File: src/rtl/multi_channel_period_meter.sv
// multi_channel_period_meter
// Measures the clk-cycle period between rising edges on NUM_CH asynchronous
// tachometer inputs. Each channel has its own synchroniser, edge detector,
// period counter with stall timeout, and a sliding-window period average.

module multi_channel_period_meter #(
  parameter int NUM_CH      = 4,
  parameter int CNT_W       = 32,
  parameter int SYNC_STAGES = 2,
  parameter int TIMEOUT     = 1_000_000,
  parameter int AVG_LOG2    = 2
) (
  input  logic                    clk,
  input  logic                    rst,
  input  logic                    enable,
  input  logic [NUM_CH-1:0]       rpm_signal,
  output logic [NUM_CH*CNT_W-1:0] time_period,
  output logic [NUM_CH-1:0]       period_valid,
  output logic [NUM_CH*CNT_W-1:0] avg_period,
  output logic [NUM_CH-1:0]       avg_valid,
  output logic [NUM_CH-1:0]       stalled
);

  localparam int DEPTH       = 1 << AVG_LOG2;
  localparam int PW          = (AVG_LOG2 > 0) ? AVG_LOG2 : 1;
  localparam int DEPTH_ALLOC = 1 << PW;
  localparam int SW          = CNT_W + AVG_LOG2;
  localparam int FW          = AVG_LOG2 + 1;

  localparam logic [0:0] IDLE    = 1'b0;
  localparam logic [0:0] MEASURE = 1'b1;

  for (genvar ch = 0; ch < NUM_CH; ch++) begin : g_ch
    logic [SYNC_STAGES-1:0] sync_q;
    logic                   hist_q;
    logic                   edge_det;
    logic [0:0]             state_q;
    logic [CNT_W-1:0]       cnt_q;
    logic [CNT_W-1:0]       tp_q;
    logic                   pv_q;
    logic [CNT_W-1:0]       avg_q;
    logic                   av_q;
    logic                   st_q;
    logic [CNT_W-1:0]       win_q [DEPTH_ALLOC];
    logic [PW-1:0]          wr_ptr_q;
    logic [FW-1:0]          fill_q;
    logic [SW-1:0]          sum_q;
    logic [SW-1:0]          sum_next;
    logic [CNT_W-1:0]       oldest;
    logic                   full_next;
    logic                   accept;
    logic                   timeout_hit;
    logic                   win_clear;

    // Synchroniser chain plus history flop; runs regardless of enable/reset so
    // a level that is already high when measurement resumes is not an edge.
    always_ff @(posedge clk) begin
      sync_q <= {sync_q[SYNC_STAGES-2:0], rpm_signal[ch]};
      hist_q <= sync_q[SYNC_STAGES-1];
    end

    assign edge_det = sync_q[SYNC_STAGES-1] & ~hist_q;

    // Decode the events of this cycle and precompute the next window sum.
    always_comb begin
      accept      = 1'b0;
      timeout_hit = 1'b0;
      oldest      = win_q[wr_ptr_q];
      sum_next    = sum_q + SW'(cnt_q) - SW'(oldest);
      full_next   = (fill_q >= FW'(DEPTH - 1));
      if (enable && (state_q == MEASURE)) begin
        accept      = edge_det;
        timeout_hit = !edge_det && (cnt_q == CNT_W'(TIMEOUT));
      end
      win_clear = rst || !enable || timeout_hit;
    end

    // Circular buffer of the most recent periods with its running sum.
    always_ff @(posedge clk) begin
      if (win_clear) begin
        for (int i = 0; i < DEPTH_ALLOC; i++) win_q[i] <= '0;
        wr_ptr_q <= '0;
        fill_q   <= '0;
        sum_q    <= '0;
      end else if (accept) begin
        win_q[wr_ptr_q] <= cnt_q;
        sum_q           <= sum_next;
        wr_ptr_q        <= (wr_ptr_q == PW'(DEPTH - 1)) ? '0 : wr_ptr_q + 1'b1;
        fill_q          <= full_next ? FW'(DEPTH) : fill_q + 1'b1;
      end
    end

    // Per-channel FSM: period counting, reporting, stall detection.
    always_ff @(posedge clk) begin
      if (rst) begin
        state_q <= IDLE;
        cnt_q   <= '0;
        tp_q    <= '0;
        pv_q    <= 1'b0;
        avg_q   <= '0;
        av_q    <= 1'b0;
        st_q    <= 1'b0;
      end else if (!enable) begin
        state_q <= IDLE;
        cnt_q   <= '0;
        pv_q    <= 1'b0;
        avg_q   <= '0;
        av_q    <= 1'b0;
        st_q    <= 1'b0;
      end else begin
        pv_q <= 1'b0;
        case (state_q)
          IDLE: begin
            if (edge_det) begin
              cnt_q   <= CNT_W'(1);
              state_q <= MEASURE;
            end
          end
          MEASURE: begin
            if (accept) begin
              tp_q  <= cnt_q;
              pv_q  <= 1'b1;
              cnt_q <= CNT_W'(1);
              st_q  <= 1'b0;
              if (full_next) begin
                av_q  <= 1'b1;
                avg_q <= CNT_W'(sum_next >> AVG_LOG2);
              end
            end else if (timeout_hit) begin
              st_q    <= 1'b1;
              tp_q    <= '0;
              av_q    <= 1'b0;
              avg_q   <= '0;
              cnt_q   <= '0;
              state_q <= IDLE;
            end else begin
              cnt_q <= cnt_q + 1'b1;
            end
          end
          default: state_q <= IDLE;
        endcase
      end
    end

    assign time_period[ch*CNT_W +: CNT_W] = tp_q;
    assign avg_period[ch*CNT_W +: CNT_W]  = avg_q;
    assign period_valid[ch]               = pv_q;
    assign avg_valid[ch]                  = av_q;
    assign stalled[ch]                    = st_q;
  end

endmodule
File: config.mk
export PLATFORM = sky130hd
export DESIGN_NAME = multi_channel_period_meter
export DESIGN_NICKNAME = d
export VERILOG_FILES = /design/src/rtl/multi_channel_period_meter.sv
export SDC_FILE = /design/constraint.sdc
export NUM_CORES = 2
export LEC_CHECK = 0
export BUFFER_PORTS_ARGS = -buffer_cell sky130_fd_sc_hd__buf_2
export CORE_AREA = 2 2 314 316
export CTS_CLUSTER_SIZE = 28
export DETAILED_ROUTE_END_ITERATION = 6
export DIE_AREA = 0 0 316 318
export GPL_ROUTABILITY_DRIVEN = 1
export GPL_TIMING_DRIVEN = 0
export PLACE_DENSITY_LB_ADDON = 0.3
export RECOVER_POWER = 25
export SLEW_MARGIN = 5
export SYNTH_ARGS = -nofsm -noshare
export SYNTH_HDL_FRONTEND = slang
export SYNTH_SLANG_ARGS = --single-unit
File: constraint.sdc
create_clock -name clk -period 4.5 [get_ports clk]
set_clock_uncertainty 0.2 [all_clocks]
set_input_delay 0.675 -clock clk [delete_from_list [all_inputs] [get_ports clk]]
set_output_delay 0.675 -clock clk [all_outputs]
set_load 0.005 [all_outputs]
==> results.py <==
metrics = {
    "floorplanning": {
        "die_area_um2": 100000,
        "placementRows": 115,
        "initial_core_util": 0.553,
        "io-pin-count": 275,
        "core_area_um2": 97400,
        "die_y_um": 318,
        "fp.dieW_um": 316,
    },
    "route": {
        "drt_pre_antenna_iters": 6,
        "detail_route.iter0.violations": 4722,
        "routed_len_inst_um": 22.3,
        "detail_route.vias_per_cell": 5.98,
        "drc_errors": 0,
        "antenna_violating_nets_remaining": 0,
        "via_count": 42100,
        "wl_um": 157000,
    },
    "clock_network": {
        "htreeDepth": 3,
        "worstSkewPairLatency_ns": 0.71,
        "cts_tree": "built",
        "worst_setup_hold_path_clk_slew_ns": 0.06,
        "tritoncts.num_buffers": 112,
        "ctsRootBufferMaster": "sky130_fd_sc_hd__clkbuf_16",
        "cts_num_sinks": 1088,
        "cts.path.max_buffers": 3,
    },
    "critical_path": {
        "regToRegEndpoint": "g_ch[1].sum_q[30]",
        "reg2reg_depth": 16,
        "setup.reg_to_reg.worst_slack_ns": -0.07,
        "crit_required_ns": 4.86,
        "path_max_fanout": 10,
        "arrival_ns": 4.93,
        "critical_path.cell_chain": "buf_12 -> mux4_2 -> inv_1 -> fa_1 -> ha_1 -> a21oi_1 -> o22ai_2 -> or3_4 -> o21ai_2 -> a22oi_2 -> a211oi_2 -> buf_4 -> o211ai_1 -> xnor2_1 -> mux2_2 -> nor2_1",
        "crit_path_end_kind": "flip-flop",
        "cp_max_stage_cell": "sky130_fd_sc_hd__mux4_2",
        "cp_slowest_stage_delay_ns": 0.51,
        "worstSetupStartpointType": "flip-flop",
        "crit_type": "reg -> reg",
    },
    "power_and_ir_drop": {
        "power.density_nw_per_um2": 347,
        "cellInternalPower_mw": 16.8,
        "worst_ir_drop_vdd_mv": 0.354,
        "part_of_the_power_in_registers": 0.491,
        "power.share.clock": 0.456,
        "static-leakage-power_nw": 25.0,
        "p_sw_mw": 4.92,
        "power.switching_fraction": 0.227,
        "power_frac_comb": 0.054,
        "totalPowerFinal_mw": 21.7,
    },
    "sta": {
        "timing.setup.tns_ns": -0.0667,
        "final_count_of_negative_setup_slack_endpoints": 1,
        "max-slew-margin-rel": -0.231,
        "layout_worst_path_cycle_share": 1.01,
        "achievable-frequency_ghz": 0.219,
        "post-route-min-period_ns": 4.57,
        "final_ws_setup_ns": -0.0667,
        "rsz_0062_raised_after_global_routing": "yes",
        "final-hold-violation-count": 0,
        "max_slew.worst_pin.slew_ns": 1.85,
        "final_max_slew_viol_count": 11,
    },
    "global_routing": {
        "antenna_found_initial": 2,
        "first_pass_grt_wire_length_um": 237000,
        "grtUsageTotal": 0.306,
        "largest_net_degree_at_the_start_of_global_routing": 33,
        "grt-ovfl-total": 0,
        "grt_pass1_vias": 40400,
    },
    "logic_synthesis": {
        "synth_top_cell_by_area": "sky130_fd_sc_hd__edfxtp_1",
        "synth_cell_type_count": 83,
        "synth_enable_flop_cells": 512,
        "postSynthCellCount": 5203,
        "ys_async_sr_fraction": 0,
        "synth_most_common_cell": "sky130_fd_sc_hd__dfxtp_1",
        "netlist_top_cells_count": "sky130_fd_sc_hd__dfxtp_1, sky130_fd_sc_hd__inv_1, sky130_fd_sc_hd__edfxtp_1",
        "synth_area_um2": 53900,
        "synthTopCellsByArea": "sky130_fd_sc_hd__edfxtp_1, sky130_fd_sc_hd__dfxtp_1, sky130_fd_sc_hd__mux4_2",
        "post-synth-top-area-fraction": 0.285,
        "post_synth.cell_area_avg_um2": 10.4,
        "syn-num-nets": 5494,
        "synth-seq-area-share": 0.499,
        "yosysWarnings": 0,
        "synth-main-ff-cell": "sky130_fd_sc_hd__dfxtp_1",
        "ys_ff_latch": 1088,
    },
    "run_status": {
        "violations": "capacitance limit, slew limit, setup timing",
        "run_status": "finished with violations",
    },
    "finish": {
        "drive_above_1_share": 0.132,
        "final_cell_count_no_fill": 7047,
        "finish.instance_area_um2": 62500,
        "layout.nets": 5952,
        "syn2layout_area_growth_pct": 15.9,
        "antenna_cells_inserted": 0,
    },
    "placed_design": {
        "port_buffers": 274,
        "placed_area_um2": 57200,
        "placed_instance_count": 6774,
        "place.gp.congestion": 0.970,
        "pre_cts_ws_ns": -1.03,
        "hpwl_um": 114000,
    },
    "min_path": {
        "worstHoldStart": "g_ch[2].sync_q[0]",
        "hold_end": "g_ch[2].sync_q[1]",
        "timing.hold.worst_path_depth": 0,
        "hp-class": "reg -> reg",
    },
    "job": {
        "drv.max_cap_violation_count": 1,
    },
}
[logic make-up after synthesis]
kind of cell | after synthesis | synth area share
fa+ha+maj | 284 | 0.0837
simple gates | 1679 | 0.155
compound gates | 1017 | 0.122
flops | 1088 | 0.499
mux | 138 | 0.0554
xor+xnor | 151 | 0.0248
buf+inv | 846 | 0.0602
[worst max-delay path by stage]
stage / slack, ns / start / cells past startpoint / end
global route: -0.13 / flip-flop / 17 / g_ch[1].sum_q[30]
detailed placement: -1.03 / flip-flop / 16 / g_ch[1].sum_q[30]
global placement: -2.10 / enable / 8 / g_ch[3].win_q[3][3]
finish: -0.07 / flip-flop / 16 / g_ch[1].sum_q[30]
CTS: -0.02 / flip-flop / 16 / g_ch[1].sum_q[29]
floorplan: 0.009 / flip-flop / 17 / g_ch[3].sum_q[30]
[placed cells by master, fill, tap and decap left out, types with 126 or more instances in the layout]
| cell | count |
|---|---|
| sky130_fd_sc_hd__nor2_1 | 461 |
| sky130_fd_sc_hd__nor4_1 | 153 |
| sky130_fd_sc_hd__nand2_1 | 353 |
| sky130_fd_sc_hd__ha_1 | 132 |
| sky130_fd_sc_hd__clkbuf_1 | 387 |
| sky130_fd_sc_hd__mux4_2 | 128 |
| sky130_fd_sc_hd__and2_1 | 248 |
| sky130_fd_sc_hd__edfxtp_1 | 512 |
| sky130_fd_sc_hd__inv_1 | 542 |
| sky130_fd_sc_hd__nand3_1 | 127 |
| sky130_fd_sc_hd__o21ai_0 | 126 |
| sky130_fd_sc_hd__a21o_1 | 199 |
| sky130_fd_sc_hd__buf_2 | 146 |
| sky130_fd_sc_hd__a21oi_1 | 329 |
| sky130_fd_sc_hd__dfxtp_1 | 570 |
[power groups by stage]
stage	clock, mW	combinational, mW	sequential [mW]
after floorplan	0	0.709	10.8
after global placement	0	1.00	10.8
after detailed placement	0	1.04	10.8
after CTS	9.92	1.08	10.6
after global routing	10.3	1.25	10.6
final	9.87	1.17	10.6
[timing repair]
item,4_1_cts,5_1_grt
pin swaps,16,74
endpoints found under the hold margin,4,0
endpoints found under the setup margin,246,306
setup buffers,19,45
cloned,0,1
resized for setup,115,165
hold buffers,4,0
[worst max-delay path: cells and delay by family (launching register included)]
kind / cells / cell delay [ns]
compound gates: 6 / 1.09
fa+ha+maj: 2 / 0.81
mux: 2 / 0.73
buf+inv: 3 / 0.48
flops: 1 / 0.41
simple gates: 2 / 0.41
xor+xnor: 1 / 0.32
[metrics by stage]
stage	hold WS, ns	util
3_5_place_dp	0.114	0.587
5_1_grt	0.128	0.642
2_1_floorplan	0.110	-
3_3_place_gp	0.112	0.584
4_1_cts	0.128	0.633
6_report	0.125	0.642
[cell type report]
cell class,instances,area (um2)
Clock inverter,55,624
Clock buffer,158,3290
Timing Repair Buffer,353,1970
Fill cell,7578,34900
Buffer,291,1370
Multi-Input combinational cell,3269,24700
Tap cell,1287,1610
Inverter,546,2050
Sequential cell,1088,26900
[registers in the layout (all words and copies together), names as in the netlist, named ones only]
| name | count |
|---|---|
| g_ch.tp_q | 128 |
| g_ch.win_q | 512 |
| g_ch.pv_q | 4 |
| g_ch.hist_q | 4 |
| g_ch.st_q | 4 |
| g_ch.av_q | 4 |
| g_ch.sum_q | 136 |
| g_ch.sync_q | 8 |
| g_ch.state_q | 4 |
| g_ch.fill_q | 12 |
| g_ch.avg_q | 128 |
| g_ch.wr_ptr_q | 8 |
| g_ch.cnt_q | 128 |
[per-layer routing]
metal  vias to the layer above  GRT usage  routed length (um)  share of wire
met2                      2196      0.464               70100           0.45
li1                      19200          -                   -              -
met4                         2      0.108                5220          0.033
met5                         -          0                  13       0.000083
met3                       328     0.0788               17600           0.11
met1                     20400      0.425               64300           0.41
No activity file was read; power rests on OpenSTA's default activity.
